### config.mk
export PLATFORM = sky130hd
export DESIGN_NAME = xbar_master_port
export DESIGN_NICKNAME = d
export VERILOG_FILES = /design/src/rtl/xbar_master_port.sv
export SDC_FILE = /design/constraint.sdc
export NUM_CORES = 1
export LEC_CHECK = 0
export CORE_ASPECT_RATIO = 1.2
export CORE_MARGIN = 2
export CORE_UTILIZATION = 25
export DETAILED_ROUTE_END_ITERATION = 16
export HOLD_SLACK_MARGIN = 0.12
export PLACE_DENSITY = 0.55
export SKIP_LAST_GASP = 1
export SLEW_MARGIN = 20
export SYNTH_ARGS = -nofsm -noshare
export SYNTH_HDL_FRONTEND = slang
export SYNTH_SLANG_ARGS = --single-unit
### constraint.sdc
create_clock -name ACLK -period 6.84 [get_ports ACLK]
set_input_delay 1.026 -clock ACLK [delete_from_list [all_inputs] [get_ports ACLK]]
set_output_delay 1.026 -clock ACLK [all_outputs]
set_load 0.005 [all_outputs]
### src/rtl/xbar_master_port.sv
// xbar_master_port: master-side port of the AXI crossbar.
//
// Registers the outer AR/AW requests in one-entry holding registers and decodes each address
// to a destination slave index at capture. Requests issue into the crossbar subject to
// per-direction outstanding limits. A direction only switches destination once its count
// returns to zero, so responses never interleave across slaves. A write-destination queue
// steers W beats to the slave of their AW, which lets several AWs run ahead of their data.
//
// Optional feature macro: XBAR_DECERR_EN
//   defined   : unmapped addresses decode to index SLAVES and are answered internally with
//               DECERR (read responder FSM plus a write-response generator with an ID queue).
//   undefined : unmapped addresses decode to slave 0; the error responders are not built.
//
// Ports:
//   ACLK, ARESETn            clock, synchronous active-low reset
//   AR*/R*/AW*/W*/B* _M      outer AXI master channels
//   XAR_*, XAR_DEST          crossbar read address (DEST = slave index)
//   XR_*                     arbitrated read data from the crossbar
//   XAW_*, XAW_DEST          crossbar write address
//   XW_*, XW_DEST            crossbar write data, steered by the destination queue
//   XB_*                     arbitrated write response from the crossbar
module xbar_master_port #(
    parameter int unsigned ID_WIDTH        = 4,
    parameter int unsigned ADDR_WIDTH      = 32,
    parameter int unsigned LEN_WIDTH       = 4,
    parameter int unsigned SIZE_WIDTH      = 3,
    parameter int unsigned DATA_WIDTH      = 32,
    parameter int unsigned STRB_WIDTH      = DATA_WIDTH / 8,
    parameter int unsigned SLAVES          = 2,
    parameter int unsigned MAX_OUTSTANDING = 8,
    parameter int unsigned WDEST_DEPTH     = 4,
    // Slave i occupies bits [i*ADDR_WIDTH +: ADDR_WIDTH]; ranges are inclusive.
    parameter logic [SLAVES*ADDR_WIDTH-1:0] ADDR_MAP_BASE = {32'h1000_0000, 32'h0000_0000},
    parameter logic [SLAVES*ADDR_WIDTH-1:0] ADDR_MAP_END  = {32'h1fff_ffff, 32'h0fff_ffff},
    parameter int unsigned DW              = $clog2(SLAVES + 1)
) (
    input  logic                  ACLK,
    input  logic                  ARESETn,
    // Outer master: read address
    input  logic [ID_WIDTH-1:0]   ARID_M,
    input  logic [ADDR_WIDTH-1:0] ARADDR_M,
    input  logic [LEN_WIDTH-1:0]  ARLEN_M,
    input  logic [SIZE_WIDTH-1:0] ARSIZE_M,
    input  logic [1:0]            ARBURST_M,
    input  logic                  ARVALID_M,
    output logic                  ARREADY_M,
    // Outer master: read data
    output logic [ID_WIDTH-1:0]   RID_M,
    output logic [DATA_WIDTH-1:0] RDATA_M,
    output logic [1:0]            RRESP_M,
    output logic                  RLAST_M,
    output logic                  RVALID_M,
    input  logic                  RREADY_M,
    // Outer master: write address
    input  logic [ID_WIDTH-1:0]   AWID_M,
    input  logic [ADDR_WIDTH-1:0] AWADDR_M,
    input  logic [LEN_WIDTH-1:0]  AWLEN_M,
    input  logic [SIZE_WIDTH-1:0] AWSIZE_M,
    input  logic [1:0]            AWBURST_M,
    input  logic                  AWVALID_M,
    output logic                  AWREADY_M,
    // Outer master: write data
    input  logic [DATA_WIDTH-1:0] WDATA_M,
    input  logic [STRB_WIDTH-1:0] WSTRB_M,
    input  logic                  WLAST_M,
    input  logic                  WVALID_M,
    output logic                  WREADY_M,
    // Outer master: write response
    output logic [ID_WIDTH-1:0]   BID_M,
    output logic [1:0]            BRESP_M,
    output logic                  BVALID_M,
    input  logic                  BREADY_M,
    // Crossbar read address
    output logic [ID_WIDTH-1:0]   XAR_ID,
    output logic [ADDR_WIDTH-1:0] XAR_ADDR,
    output logic [LEN_WIDTH-1:0]  XAR_LEN,
    output logic [SIZE_WIDTH-1:0] XAR_SIZE,
    output logic [1:0]            XAR_BURST,
    output logic [DW-1:0]         XAR_DEST,
    output logic                  XAR_VALID,
    input  logic                  XAR_READY,
    // Crossbar read data
    input  logic [ID_WIDTH-1:0]   XR_ID,
    input  logic [DATA_WIDTH-1:0] XR_DATA,
    input  logic [1:0]            XR_RESP,
    input  logic                  XR_LAST,
    input  logic                  XR_VALID,
    output logic                  XR_READY,
    // Crossbar write address
    output logic [ID_WIDTH-1:0]   XAW_ID,
    output logic [ADDR_WIDTH-1:0] XAW_ADDR,
    output logic [LEN_WIDTH-1:0]  XAW_LEN,
    output logic [SIZE_WIDTH-1:0] XAW_SIZE,
    output logic [1:0]            XAW_BURST,
    output logic [DW-1:0]         XAW_DEST,
    output logic                  XAW_VALID,
    input  logic                  XAW_READY,
    // Crossbar write data
    output logic [DATA_WIDTH-1:0] XW_DATA,
    output logic [STRB_WIDTH-1:0] XW_STRB,
    output logic                  XW_LAST,
    output logic [DW-1:0]         XW_DEST,
    output logic                  XW_VALID,
    input  logic                  XW_READY,
    // Crossbar write response
    input  logic [ID_WIDTH-1:0]   XB_ID,
    input  logic [1:0]            XB_RESP,
    input  logic                  XB_VALID,
    output logic                  XB_READY
);

    localparam int unsigned CW = $clog2(MAX_OUTSTANDING + 1);
    localparam int unsigned QW = $clog2(WDEST_DEPTH) + 1;
    localparam logic [DW-1:0] SinkDest = DW'(SLAVES);

`ifdef XBAR_DECERR_EN
    localparam logic [DW-1:0] UnmappedDest = SinkDest;
`else
    localparam logic [DW-1:0] UnmappedDest = '0;
`endif

    // Lowest-numbered matching slave wins on overlapping ranges.
    function automatic logic [DW-1:0] decode(input logic [ADDR_WIDTH-1:0] addr);
        logic [DW-1:0] d;
        d = UnmappedDest;
        for (int i = SLAVES - 1; i >= 0; i--) begin
            if (addr >= ADDR_MAP_BASE[i*ADDR_WIDTH +: ADDR_WIDTH] &&
                addr <= ADDR_MAP_END[i*ADDR_WIDTH +: ADDR_WIDTH]) begin
                d = DW'(i);
            end
        end
        return d;
    endfunction

    // AR holding register and issue control
    logic                  ar_v_q;
    logic [ID_WIDTH-1:0]   ar_id_q;
    logic [ADDR_WIDTH-1:0] ar_addr_q;
    logic [LEN_WIDTH-1:0]  ar_len_q;
    logic [SIZE_WIDTH-1:0] ar_size_q;
    logic [1:0]            ar_burst_q;
    logic [DW-1:0]         ar_dest_q;
    logic [CW-1:0]         rd_cnt_q;
    logic [DW-1:0]         rd_last_q;
    logic                  ar_issue_ok, ar_fire, rd_dec;

    // AW holding register and issue control
    logic                  aw_v_q;
    logic [ID_WIDTH-1:0]   aw_id_q;
    logic [ADDR_WIDTH-1:0] aw_addr_q;
    logic [LEN_WIDTH-1:0]  aw_len_q;
    logic [SIZE_WIDTH-1:0] aw_size_q;
    logic [1:0]            aw_burst_q;
    logic [DW-1:0]         aw_dest_q;
    logic [CW-1:0]         wr_cnt_q;
    logic [DW-1:0]         wr_last_q;
    logic                  aw_issue_ok, aw_fire, wr_dec;

    // Write-destination queue
    logic [DW-1:0]         wq_dest_q [WDEST_DEPTH];
    logic [QW-1:0]         wq_wr_q, wq_rd_q;
    logic                  wq_empty, wq_full, wq_pop;
    logic [DW-1:0]         wq_head;

    // Error responder view (tied off when the responders are not built)
    logic                  rerr_idle, rerr_active, rerr_last;
    logic [ID_WIDTH-1:0]   rerr_id;
    logic                  head_sink, berr_pend;
    logic [ID_WIDTH-1:0]   berr_id;

    // ------------------------------------------------------------------ read address
    assign ar_issue_ok = ar_v_q & ((rd_cnt_q == '0) |
                         ((ar_dest_q == rd_last_q) & (rd_cnt_q < CW'(MAX_OUTSTANDING))));
    // Sunk reads wait for the error responder to be free; they never reach the crossbar.
    assign ar_fire   = ar_issue_ok & ((ar_dest_q == SinkDest) ? rerr_idle : XAR_READY);
    assign XAR_VALID = ar_issue_ok & (ar_dest_q != SinkDest);
    assign ARREADY_M = ~ar_v_q | ar_fire;
    assign XAR_ID    = ar_id_q;
    assign XAR_ADDR  = ar_addr_q;
    assign XAR_LEN   = ar_len_q;
    assign XAR_SIZE  = ar_size_q;
    assign XAR_BURST = ar_burst_q;
    assign XAR_DEST  = ar_dest_q;
    assign rd_dec    = RVALID_M & RREADY_M & RLAST_M;

    always_ff @(posedge ACLK) begin
        if (!ARESETn) begin
            ar_v_q     <= 1'b0;
            ar_id_q    <= '0;
            ar_addr_q  <= '0;
            ar_len_q   <= '0;
            ar_size_q  <= '0;
            ar_burst_q <= '0;
            ar_dest_q  <= '0;
            rd_cnt_q   <= '0;
            rd_last_q  <= '0;
        end else begin
            if (ar_fire) begin
                ar_v_q    <= 1'b0;
                rd_last_q <= ar_dest_q;
            end
            if (ARVALID_M && ARREADY_M) begin
                ar_v_q     <= 1'b1;
                ar_id_q    <= ARID_M;
                ar_addr_q  <= ARADDR_M;
                ar_len_q   <= ARLEN_M;
                ar_size_q  <= ARSIZE_M;
                ar_burst_q <= ARBURST_M;
                ar_dest_q  <= decode(ARADDR_M);
            end
            if (ar_fire && !rd_dec) begin
                rd_cnt_q <= rd_cnt_q + 1'b1;
            end else if (!ar_fire && rd_dec) begin
                rd_cnt_q <= rd_cnt_q - 1'b1;
            end
        end
    end

    // ------------------------------------------------------------------ write address
    assign aw_issue_ok = aw_v_q & ~wq_full & ((wr_cnt_q == '0) |
                         ((aw_dest_q == wr_last_q) & (wr_cnt_q < CW'(MAX_OUTSTANDING))));
    assign aw_fire   = aw_issue_ok & ((aw_dest_q == SinkDest) | XAW_READY);
    assign XAW_VALID = aw_issue_ok & (aw_dest_q != SinkDest);
    assign AWREADY_M = ~aw_v_q | aw_fire;
    assign XAW_ID    = aw_id_q;
    assign XAW_ADDR  = aw_addr_q;
    assign XAW_LEN   = aw_len_q;
    assign XAW_SIZE  = aw_size_q;
    assign XAW_BURST = aw_burst_q;
    assign XAW_DEST  = aw_dest_q;
    assign wr_dec    = BVALID_M & BREADY_M;

    always_ff @(posedge ACLK) begin
        if (!ARESETn) begin
            aw_v_q     <= 1'b0;
            aw_id_q    <= '0;
            aw_addr_q  <= '0;
            aw_len_q   <= '0;
            aw_size_q  <= '0;
            aw_burst_q <= '0;
            aw_dest_q  <= '0;
            wr_cnt_q   <= '0;
            wr_last_q  <= '0;
        end else begin
            if (aw_fire) begin
                aw_v_q    <= 1'b0;
                wr_last_q <= aw_dest_q;
            end
            if (AWVALID_M && AWREADY_M) begin
                aw_v_q     <= 1'b1;
                aw_id_q    <= AWID_M;
                aw_addr_q  <= AWADDR_M;
                aw_len_q   <= AWLEN_M;
                aw_size_q  <= AWSIZE_M;
                aw_burst_q <= AWBURST_M;
                aw_dest_q  <= decode(AWADDR_M);
            end
            if (aw_fire && !wr_dec) begin
                wr_cnt_q <= wr_cnt_q + 1'b1;
            end else if (!aw_fire && wr_dec) begin
                wr_cnt_q <= wr_cnt_q - 1'b1;
            end
        end
    end

    // ------------------------------------------------------------------ write data steering
    // Pointers carry one extra wrap bit to tell full from empty.
    assign wq_empty = (wq_wr_q == wq_rd_q);
    assign wq_full  = (wq_wr_q[QW-1] != wq_rd_q[QW-1]) &&
                      (wq_wr_q[QW-2:0] == wq_rd_q[QW-2:0]);
    assign wq_head  = wq_dest_q[wq_rd_q[QW-2:0]];

    assign XW_VALID = WVALID_M & ~wq_empty & ~head_sink;
    assign XW_DEST  = wq_head;
    assign XW_DATA  = WDATA_M;
    assign XW_STRB  = WSTRB_M;
    assign XW_LAST  = WLAST_M;
    // Sunk bursts hold off while a previous error B is still waiting to be taken.
    assign WREADY_M = ~wq_empty & (head_sink ? ~berr_pend : XW_READY);
    assign wq_pop   = WVALID_M & WREADY_M & WLAST_M;

    always_ff @(posedge ACLK) begin
        if (!ARESETn) begin
            wq_wr_q <= '0;
            wq_rd_q <= '0;
        end else begin
            if (aw_fire) wq_wr_q <= wq_wr_q + 1'b1;
            if (wq_pop)  wq_rd_q <= wq_rd_q + 1'b1;
        end
    end

    always_ff @(posedge ACLK) begin
        if (aw_fire) wq_dest_q[wq_wr_q[QW-2:0]] <= aw_dest_q;
    end

    // ------------------------------------------------------------------ error responders
`ifdef XBAR_DECERR_EN
    typedef enum logic {StIdle, StRerr} rerr_state_e;

    rerr_state_e           rerr_state_q, rerr_state_d;
    logic [ID_WIDTH-1:0]   rerr_id_q;
    logic [LEN_WIDTH-1:0]  rerr_len_q, rerr_beat_q;
    logic                  ar_sink;
    logic [ID_WIDTH-1:0]   wq_id_q [WDEST_DEPTH];
    logic                  berr_pend_q;
    logic [ID_WIDTH-1:0]   berr_id_q;

    assign ar_sink     = ar_fire & (ar_dest_q == SinkDest);
    assign rerr_idle   = (rerr_state_q == StIdle);
    assign rerr_active = (rerr_state_q == StRerr);
    assign rerr_last   = (rerr_beat_q == rerr_len_q);
    assign rerr_id     = rerr_id_q;

    always_comb begin
        rerr_state_d = rerr_state_q;
        unique case (rerr_state_q)
            StIdle: if (ar_sink) rerr_state_d = StRerr;
            StRerr: if (RREADY_M && rerr_last) rerr_state_d = StIdle;
            default: rerr_state_d = StIdle;
        endcase
    end

    always_ff @(posedge ACLK) begin
        if (!ARESETn) begin
            rerr_state_q <= StIdle;
            rerr_id_q    <= '0;
            rerr_len_q   <= '0;
            rerr_beat_q  <= '0;
        end else begin
            rerr_state_q <= rerr_state_d;
            if (ar_sink) begin
                rerr_id_q   <= ar_id_q;
                rerr_len_q  <= ar_len_q;
                rerr_beat_q <= '0;
            end else if (rerr_active && RREADY_M) begin
                rerr_beat_q <= rerr_beat_q + 1'b1;
            end
        end
    end

    // ID queue runs in lockstep with the destination queue.
    always_ff @(posedge ACLK) begin
        if (aw_fire) wq_id_q[wq_wr_q[QW-2:0]] <= aw_id_q;
    end

    assign head_sink = (wq_head == SinkDest);
    assign berr_pend = berr_pend_q;
    assign berr_id   = berr_id_q;

    always_ff @(posedge ACLK) begin
        if (!ARESETn) begin
            berr_pend_q <= 1'b0;
            berr_id_q   <= '0;
        end else if (wq_pop && head_sink) begin
            berr_pend_q <= 1'b1;
            berr_id_q   <= wq_id_q[wq_rd_q[QW-2:0]];
        end else if (berr_pend_q && BREADY_M) begin
            berr_pend_q <= 1'b0;
        end
    end
`else
    assign rerr_idle   = 1'b1;
    assign rerr_active = 1'b0;
    assign rerr_last   = 1'b0;
    assign rerr_id     = '0;
    assign head_sink   = 1'b0;
    assign berr_pend   = 1'b0;
    assign berr_id     = '0;
`endif

    // ------------------------------------------------------------------ response muxing
    always_comb begin
        RID_M    = XR_ID;
        RDATA_M  = XR_DATA;
        RRESP_M  = XR_RESP;
        RLAST_M  = XR_LAST;
        RVALID_M = XR_VALID;
        XR_READY = RREADY_M;
        if (rerr_active) begin
            RID_M    = rerr_id;
            RDATA_M  = '0;
            RRESP_M  = 2'b11;
            RLAST_M  = rerr_last;
            RVALID_M = 1'b1;
            XR_READY = 1'b0;
        end
    end

    always_comb begin
        BID_M    = XB_ID;
        BRESP_M  = XB_RESP;
        BVALID_M = XB_VALID;
        XB_READY = BREADY_M;
        if (berr_pend) begin
            BID_M    = berr_id;
            BRESP_M  = 2'b11;
            BVALID_M = 1'b1;
            XB_READY = 1'b0;
        end
    end

endmodule

==> metrics.md, run 1 <==
| Metric | Value |
|---|---|
| Finished Core Util | `34.7%` |
| Final WS setup | `slightly above 3 ns` |
| Crit Path Max Fanout | `5` |
| Remaining global-route overflow | `0` |
| First-pass GRT wire length | `between 20 and 30 mm` |
| H-tree lvl count | `4` |
| Number of distinct library cells after synthesis | `41` |
| IO Port Bufs | `208` |
| Worst setup path class | `in -> out` |
| Boundary Pins | `between 300 and 400` |
| Initial cell density of the core | `25.4%` |
| Slew Viols, Final | `0` |
| VDD IR max | `approximately 0.00015 V` |
| Std cell rows | `62` |
| Leakage | `3.09 nW` |
| Final hold vios | `0` |
| Fmax | `268 MHz` |
| CP max-delay cell | `clkdlybuf4s50_1` |
| Hold buffer count at CTS | `0` |
| CORE AREA | `23,800 sq um` |
| Post-CTS Setup Inserts | `0` |
| Worst path most repeated cell | `clkdlybuf4s50_1` |
| Max-Cap Viols | `0` |
| WP data required | `5.81 ns` |
| Synthesized instance count | `between 600 and 700` |
| Power Dens Cells | `247 nW/um^2` |
| XOR/XNOR share of the synthesized area | `2.03%` |
| Placement Setup Slack | `3.08 ns` |
| Skew final | `0.00921 ns` |
| Antenna cells | `0` |
| Setup TNS Final | `0 ns` |
| Setup crit start kind | `primary input` |
| DR vias | `around 4,800` |
| Post-CTS sizing | `0` |
| Register area share after synthesis | `39.1%` |
| Nets | `949` |
| Yosys reg bits | `116` |
| Wl on met1 | `roughly 6.5 mm` |
| Met2 WL | `7.76 mm` |
| Post-DP HPWL | `11.0 mm` |
| Synth Area in Adders | `2.94%` |
| Maximum number of pins on one net before global-route repair | `97` |
| CTS tree | `yes` |
| Die width | `146 um` |
| Layout area overhead | `36.6%` |
| Clock Sinks | `116` |
| Total wire length | `16.3 mm` |
| Worst Max-Slew Pin Slew | `0.919 ns` |
| Clk Latency, worst-skew pair | `0.41 ns` |
| Chip height | `174 um` |
| Vias in the first global route | `4,863` |
| RSZ-0062 raised after global routing | `no` |
| Final setup viols | `0` |
| Clock root cell | `clkbuf_16` |
| Detailed Route Iter0 Violations | `approximately 170` |
| Final cell count without fillers | `1,085` |
| Clock slew at reported path FFs | `~0.06 ns` |
| Fraction of layout cells with a size suffix above 1 | `12.8%` |
| Max_slew headroom | `38.8%` |
| Largest family of logic cells by synthesized area | `simple AND/OR/NAND/NOR gates` |
| Critical path arrival | `2.71 ns` |
| DR top layer | `met4` |
| Initial antenna violation count | `0` |
| Syn_area_per_cell | `9.25 sq um` |
| WL met3 | `1.27 mm` |
| Crit-path cells | `clkdlybuf4s50_1, nand3b_1, a21o_1, o21ai_0, clkdlybuf4s50_1` |
| Worst hold margin | `between 0.4 and 0.5 ns` |
| EDFF count, synth | `4` |
| Vias per std cell | `between 4 and 5` |
| Min cycle time layout | `around 3.7 ns` |
| Mux cell area share after synthesis | `under 10%` |
| Top FF cell, synth | `dfxtp_1` |
| Post-synthesis compound-gate area fraction | `13.1%` |
| Asr flop ratio synth | `0%` |
| Drt wl/cell | `15.0 um` |
| Largest stage delay, worst path | `0.60 ns` |
| Mapped Area | `between 6000 and 7000 sq um` |
| Die outline area | `25,400 sq um` |
| Post-Synth Simple-Gate Area | `17.4%` |
| TritonCTS Buffers | `17` |
| Cells after DPL | `~1,100` |
| GPL Wtd Cong | `0.741` |
| Crit end category | `output port` |
| Clock buffer depth | `2` |
| Residual DRC | `0` |
| GRT Overall Usage | `12.9%` |
| Outcome | `complete, no violations` |
| Number of synthesis warnings | `0` |
| Final period util | `54.7%` |
| Hold Path Class | `reg -> reg` |
| Antenna violation net count after detailed routing | `0` |
| Detailed Routing Iterations Pass 1 | `4` |
-- state kept, by name, indices dropped and copies added, names as in the netlist, 4 cells and up, named ones only --
name / cells
wr_cnt_q: 4
XAR_ID: 4
XAR_LEN: 4
wq_dest_q: 4
XAW_ID: 4
XAW_LEN: 4
XAW_ADDR: 32
XAR_ADDR: 32
rd_cnt_q: 4
-- metrics by stage --
step	total power, mW	instance area (sq um)
2_1_floorplan	1.02	6050
3_3_place_gp	1.17	7660
3_5_place_dp	1.17	7660
4_1_cts	2.08	8250
5_1_grt	2.15	8250
6_report	2.04	8250
-- power breakdown --
| group | switching [mW] | leakage, nW | internal (mW) |
|---|---|---|---|
| combinational | 0.173 | 1.86 | 0.211 |
| sequential | 0.0353 | 0.960 | 0.731 |
| clock | 0.353 | 0.271 | 0.536 |
| total | 0.562 | 3.09 | 1.48 |
-- routing by layer --
metal	vias to the layer above	GRT usage, %
met4	0	7.64
met2	170	21.8
met3	57	4.65
met1	2191	13.9
li1	2351	-
met5	-	0
-- cells by family (layout without fill, tap and decap cells) --
group | Yosys count | in the layout
muxes | 54 | 54
buffers and inverters | 146 | 256
DFF | 116 | 116
adders and majority gates | 13 | 13
and+or+nand+nor | 190 | 190
xor gates and xnor gates | 14 | 14
other | 1 | 3
AOI/OAI and AO/OA | 119 | 119
-- cell usage after synthesis, types with 2 or more instances --
cell type  number  area [sq um]
nand3_2        41           410
fa_1            2          40.0
and3_1          5          31.3
edfxtp_1        4           120
and2_1          4          25.0
dfxtp_1       112          2240
nand3b_1        2          15.0
inv_1           8          30.0
nand2_1        99           372
nor2_1         16          60.1
buf_4          91           683
o21ai_0         5          25.0
xnor2_1         6          52.6
ha_1           11           138
buf_6          11           124
nand3_1        12          60.1
nor4b_1         2          17.5
clkbuf_1       31           116
nand4_1         2          12.5
a21o_1          3          22.5
buf_2           3          15.0
a21oi_1        58           290
mux2i_1        53           531
nand2b_1        4          25.0
xor2_1          8          70.1
o211ai_2       10           125
o211ai_1       36           270
-- worst max-delay path, delay by kind of cell --
kind	cells	cell delay (ns)
buffers and inverters	2	1.12
AO/OA/AOI/OAI	2	0.47
AND/OR/NAND/NOR	1	0.11
-- layout by cell type (no fill, tap or decap), types with 3 or more instances in the layout --
cell type          n
o211ai_1          36
clkinvlp_4         5
nand2_1           98
o21ai_0            5
nand3_1           12
mux2i_1           53
buf_4              8
conb_1             3
a21o_1             3
and2_1             4
nor2_1            16
and3_1             5
nand2b_1           4
o211ai_2          10
dfxtp_1          112
xor2_1             8
clkbuf_16         18
edfxtp_1           4
clkdlybuf4s50_1  206
nand3_2           41
ha_1              11
inv_1              8
xnor2_1            6
inv_6              3
a21oi_1           58
clkinv_4           3
-- cell type report --
type,instances,area (sq um)
tap,320,400
timing repair buffer,215,2130
clock inverter,12,120
multi-input combinational,393,2740
fill,2508,15600
sequential,116,2360
inverter,9,36.3
clock buffer,20,468
-- final timing paths --
| path | to | from | cells after the start | slack (ns) |
|---|---|---|---|---|
| setup / recovery | AWREADY_M | XAW_READY | 5 | 3.10 |
| hold / removal | XAW_ID[2] | XAW_ID[2] | 2 | 0.45 |
| setup reg to reg | rd_cnt_q[3] | rd_cnt_q[0] | 10 | 4.16 |
| hold reg to reg | XAW_ID[2] | XAW_ID[2] | 2 | 0.45 |
No activity file was read; power rests on OpenSTA's default activity.
==> run 2, diff against run 1 <==
--- a/config.mk
+++ b/config.mk
@@ -10,7 +10,7 @@
 export CORE_UTILIZATION = 25
 export DETAILED_ROUTE_END_ITERATION = 16
 export HOLD_SLACK_MARGIN = 0.12
-export PLACE_DENSITY = 0.55
+export PLACE_DENSITY = 0.57
 export SKIP_LAST_GASP = 1
 export SLEW_MARGIN = 20
 export SYNTH_ARGS = -nofsm -noshare
==> constraint.sdc (replaced) <==
create_clock -name ACLK -period 3.1 [get_ports ACLK]
set_input_delay 0.465 -clock ACLK [delete_from_list [all_inputs] [get_ports ACLK]]
set_output_delay 0.465 -clock ACLK [all_outputs]
set_load 0.005 [all_outputs]
==> run 2 against run 1 <==
Sequential power rose by 120%. Critical endpoint unchanged. Critical path depth fell by 1. Combinational power rose by 120%. Largest cell class unchanged. Routed wire length fell by 1.6%. Global-route usage fell by 0.41 points. Clock skew rose by 0.00058 ns. Utilization rose by 0.14 points. Register-to-register slack got worse by 3.6 ns. Worst setup slack got worse by 2.7 ns. Via count rose by 0.52%.
==> metrics.md, run 2 (synthesis gave the netlist of run 1 again) <==
| Metric | Value |
|---|---|
| Post-DP HPWL | `11.2 mm` |
| Worst setup path class | `reg -> out` |
| WP data required | `2.63 ns` |
| Largest stage delay, worst path | `0.55 ns` |
| Power Dens Cells | `533 nW/um^2` |
| Final period util | `86.2%` |
| Nets | `between 900 and 1,000` |
| Outcome | `complete, no violations` |
| Setup crit start kind | `flop` |
| Most frequent cells in the layout | `clkdlybuf4s50_1 (206), dfxtp_1 (112), nand2_1 (98)` |
| Hold depth | `3` |
| CORE AREA | `around 24,000 sq um` |
| Initial antenna violation count | `0` |
| Total wire length | `16.0 mm` |
| Vias in the first global route | `4,804` |
| Hold Path Class | `in -> reg` |
| GPL Wtd Cong | `between 0.7 and 0.8` |
| Detailed Route Iter0 Violations | `122` |
| Maximum number of pins on one net before global-route repair | `103` |
| Antenna cells | `0` |
| Antenna violation net count after detailed routing | `0` |
| Leakage | `3.13 nW` |
| Clk Latency, worst-skew pair | `0.41 ns` |
| Chip height | `174 um` |
| Clock Sinks | `116` |
| Slew Viols, Final | `0` |
| Min cycle time layout | `~2.7 ns` |
| VDD IR max | `0.000321 V` |
| Std cell rows | `just over 60` |
| CTS tree | `yes` |
| Placement Setup Slack | `0.326 ns` |
| Clock root cell | `clkbuf_16` |
| Clock slew at reported path FFs | `0.06 ns` |
| H-tree lvl count | `4` |
| Drt wl/cell | `14.7 um` |
| CP Depth | `4` |
| Crit-path cells | `or3_1, a21o_1, o21ai_0, clkdlybuf4s50_1` |
| Boundary Pins | `~370` |
| Crit Path Max Fanout | `5` |
| Setup TNS Final | `0 ns` |
| CP top delay family | `buffers and inverters` |
| GRT Overall Usage | `12.5%` |
| Detailed Routing Iterations Pass 1 | `6` |
| Crit path buf inv count | `1` |
| Die outline area | `25,400 sq um` |
| Finished Core Util | `34.8%` |
| R2R Path Start | `wq_wr_q[1]` |
| Vias per std cell | `4.40` |
| Max-Cap Viols | `0` |
| CP startpoint | `wr_cnt_q[0]` |
| Post-CTS sizing | `0` |
| Most common cell after layout, fill and taps aside | `clkdlybuf4s50_1` |
| TritonCTS Buffers | `17` |
| Fraction of layout cells with a size suffix above 1 | `13.3%` |
| Die width | `approximately 150 um` |
| Reg2Reg Setup Slack | `about 0.53 ns` |
| Final hold vios | `0` |
| Remaining global-route overflow | `0` |
| IO Port Bufs | `208` |
| Setup crit end | `AWREADY_M` |
| Hold buffer count at CTS | `0` |
| Final setup viols | `0` |
| Worst Max-Slew Pin Slew | `between 0.9 and 1 ns` |
| FF-to-FF path depth | `10` |
| Residual DRC | `0` |
| Total Power | `4.42 mW` |
| Clock buffer depth | `2` |
| RSZ-0062 raised after global routing | `no` |
| First-pass GRT wire length | `~26 mm` |
| Skew final | `0.00979 ns` |
| Critical path arrival | `around 2.2 ns` |
| DR vias | `4,794` |
| Initial cell density of the core | `25.4%` |
| Post-CTS Setup Inserts | `0` |
| Worst R2R End | `wr_cnt_q[3]` |
| Max_slew headroom | `roughly 33%` |
| Fmax | `374 MHz` |
| Crit end category | `output port` |
| CP max-delay cell | `clkdlybuf4s50_1` |
| Layout area overhead | `37.2%` |
| Final WS setup | `0.429 ns` |
| Hold path start | `ARVALID_M` |
[run 2: cell count changes in the layout (fill, tap and decap cells not counted)]
cell and delta:
buf_12 +2, inv_6 -2, clkbuf_8 -1, clkinvlp_4 -4
inv_2 +1, buf_4 +3, clkinv_2 +5, clkinv_4 +1
inv_4 -1
[run 2: per-stage QoR]
stage                     cell area (sq um)  hold slack (ns)  std cells
after global routing                   8290            0.395       1089
after global placement                 7720            0.441       1058
after CTS                              8290            0.375       1089
final                                  8290            0.393       1089
after floorplan                        6050            0.440        655
after detailed placement               7720            0.447       1058
[run 2: worst register-to-register path: cells and delay by family (launching register included)]
kind,cells,cell delay [ns]
fa+ha+maj,2,0.48
xor+xnor,1,0.12
flops,1,0.46
simple gates,2,0.57
compound gates,2,0.33
mux,2,0.42
buf+inv,1,0.13
[run 2: worst min path at each step]
stage	to	slack [ns]
2_1_floorplan	rd_last_q[0]	0.44
3_3_place_gp	XAW_ADDR[26]	0.44
3_5_place_dp	XAW_ADDR[4]	0.45
4_1_cts	ar_v_q	0.37
5_1_grt	ar_v_q	0.40
6_report	ar_v_q	0.39
[run 2: where the power goes]
group / leakage, nW / internal (mW) / switching [mW]
Clock: 0.278 / 1.14 / 0.726
Sequential: 0.960 / 1.61 / 0.0774
Combinational: 1.89 / 0.477 / 0.380
Total: 3.13 / 3.23 / 1.18
[run 2: area by class of cell]
class                   count  area [sq um]
flip-flops and latches    116          2360
clock buffers              19           454
inverters                   9          33.8
repair buffers            220          2190
well taps                 320           400
clock inverters            12           106
multi-input cells         393          2740
fillers                  2478         15500
[run 2: routing by layer]
layer / vias up / track usage [%] / wire length, um / share of wire [%]
met3: 58 / 4.49 / 1210 / 7.6
met1: 2196 / 12.9 / 6240 / 39
li1: 2365 / - / - / -
met2: 175 / 21.5 / 7750 / 48
met5: - / 0 / 0 / 0
met4: 0 / 7.80 / 814 / 5.1
==> run 3, diff against run 2 <==
--- a/config.mk
+++ b/config.mk
@@ -10,7 +10,7 @@
 export CORE_UTILIZATION = 25
 export DETAILED_ROUTE_END_ITERATION = 16
 export HOLD_SLACK_MARGIN = 0.12
-export PLACE_DENSITY = 0.57
+export PLACE_DENSITY = 0.55
 export SKIP_LAST_GASP = 1
 export SLEW_MARGIN = 20
 export SYNTH_ARGS = -nofsm -noshare
==> constraint.sdc (replaced) <==
create_clock -name ACLK -period 3 [get_ports ACLK]
set_input_delay 0.45 -clock ACLK [delete_from_list [all_inputs] [get_ports ACLK]]
set_output_delay 0.45 -clock ACLK [all_outputs]
set_load 0.005 [all_outputs]
==> run 3 against run 2 <==
Worst hold slack got worse by 0.037 ns. Critical path depth did not move. Non-clock buffer count fell by 2. Final area up 1.1%. Via count is 0.19% higher. Sequential share of layout area shrank 0.32 points. Cell count hardly changed. Utilization increased by 0.39 points. Global-route usage rose by 0.61 points. Critical path type unchanged. Critical endpoint unchanged. Highest routed layer unchanged.
==> metrics.md, run 3 (synthesis gave the netlist of run 1 again) <==
| Metric | Value |
|---|---|
| Outcome | `complete, no violations` |
| Largest stage delay, worst path | `slightly above 0.6 ns` |
| Total Power | `approximately 5 mW` |
| Clk Latency, worst-skew pair | `0.41 ns` |
| VDD IR max | `0.000362 V` |
| FILL cells | `2,469` |
| WP data required | `2.55 ns` |
| Antenna violation net count after detailed routing | `0` |
| CP max-delay cell | `clkdlybuf4s50_1` |
| Clock buffer depth | `2` |
| Clock root cell | `clkbuf_16` |
| Chip height | `174 um` |
| Initial antenna violation count | `0` |
| Post-DP HPWL | `11.4 mm` |
| Boundary Pins | `372` |
| Maximum number of pins on one net before global-route repair | `87` |
| Nets | `952` |
| Leakage | `3.15 nW` |
| CP top delay family | `buffers and inverters` |
| Worst setup path class | `reg -> out` |
| Final period util | `92.1%` |
| Final instance area | `8380 sq um` |
| Std cell rows | `62` |
| Worst Max-Slew Pin Slew | `0.605 ns` |
| Cells after DPL | `1,056` |
| Finished Core Util | `between 30% and 40%` |
| Vias per std cell | `approximately 4.4` |
| DR vias | `roughly 4,800` |
| Max-Cap Viols | `0` |
| H-tree lvl count | `4` |
| Total wire length | `~17 mm` |
| GRT Overall Usage | `13.1%` |
| Setup crit start kind | `flop` |
| Setup TNS Final | `0 ns` |
| Most frequent cells in the layout | `clkdlybuf4s50_1 (206), dfxtp_1 (112), nand2_1 (98)` |
| Clock Sinks | `116` |
| Detailed Route Iter0 Violations | `172` |
| Min cycle time layout | `2.76 ns` |
| Die outline area | `25,400 sq um` |
| Crit path buf inv count | `1` |
| GPL Wtd Cong | `0.763` |
| Placement Setup Slack | `0.209 ns` |
| Die width | `146 um` |
| CTS tree | `yes` |
| Drt wl/cell | `15.2 um` |
| First-pass GRT wire length | `26.6 mm` |
| Residual DRC | `0` |
| Slew Viols, Final | `0` |
| Hold buffer count at CTS | `0` |
| Antenna cells | `0` |
| Detailed Routing Iterations Pass 1 | `4` |
| Layout area overhead | `38.7%` |
| Final setup viols | `0` |
| Power Dens Cells | `581 nW/um^2` |
| Final WS setup | `about 0.24 ns` |
| DP Area | `7730 sq um` |
| Initial cell density of the core | `25.4%` |
| Final hold vios | `0` |
| Remaining global-route overflow | `0` |
| Skew final | `between 0.008 and 0.009 ns` |
| IO Port Bufs | `208` |
| Fmax | `362 MHz` |
| Vias in the first global route | `4,903` |
| Final cell count without fillers | `1,088` |
| Crit-path cells | `or3_1, a21o_1, o21ai_0, clkdlybuf4s50_1` |
| Crit Path Max Fanout | `5` |
| Hold Path Class | `in -> reg` |
| Max_slew headroom | `59.7%` |
| RSZ-0062 raised after global routing | `no` |
| Post-CTS Setup Inserts | `0` |
| Clock slew at reported path FFs | `0.06 ns` |
| Post-CTS sizing | `0` |
| TritonCTS Buffers | `17` |
| Crit end category | `output port` |
| Fraction of layout cells with a size suffix above 1 | `13.2%` |
| Worst hold margin | `roughly 0.36 ns` |
| Critical path arrival | `2.31 ns` |
| Most common cell after layout, fill and taps aside | `clkdlybuf4s50_1` |
| CORE AREA | `23,800 sq um` |
run 3: cell types whose count changed in the layout (fill, tap and decap cells not counted), sizes merged:
| cell | previous run | this run |
|---|---|---|
| bufinv | 1 | 3 |
| clkbuf | 19 | 20 |
| inv | 10 | 12 |
| buf | 14 | 12 |
| clkinvlp | 1 | 3 |
| clkinv | 9 | 3 |
run 3: per-layer routing:
layer	wire [um]	GRT usage (%)	share of wire, %	vias up
li1	-	-	-	2354
met1	6890	14.9	42	2223
met2	7970	21.9	48	176
met3	1180	4.25	7.1	50
met4	554	6.74	3.3	0
met5	0	0	0	-
run 3: area by class of cell:
type / instances / area, sq um / area share (%)
Multi-Input combinational cell: 393 / 2740 / 32.7
Sequential cell: 116 / 2360 / 28.2
Tap cell: 320 / 400 / 4.78
Clock buffer: 20 / 479 / 5.72
Inverter: 9 / 33.8 / 0.403
Clock inverter: 12 / 165 / 1.97
Timing Repair Buffer: 218 / 2200 / 26.3
run 3: power breakdown:
group,internal [mW],switching (mW),total [mW]
registers,1.67,0.0811,1.75
clock network,1.42,0.808,2.23
logic,0.491,0.401,0.892
run 3: worst register-to-register path: stages, from the launching register on:
cell and delay, ns:
dfxtp_1 0.46, xor2_1 0.13, nor3_1 0.45, nor2_1 0.11, ha_1 0.22, inv_1 0.13, ha_1 0.25, a21o_1 0.17
a21oi_1 0.17, mux2i_1 0.24, mux2i_1 0.20
run 3: path summary, 6_finish.rpt:
kind / from / slack [ns] / end / depth (start not counted)
worst min-delay path: ARVALID_M / 0.36 / ar_v_q / 3
worst max-delay path: wr_cnt_q[0] / 0.24 / AWREADY_M / 4
worst min register to register: XAW_LEN[1] / 0.45 / XAW_LEN[1] / 2
worst max register to register: wq_wr_q[1] / 0.39 / wr_cnt_q[3] / 10
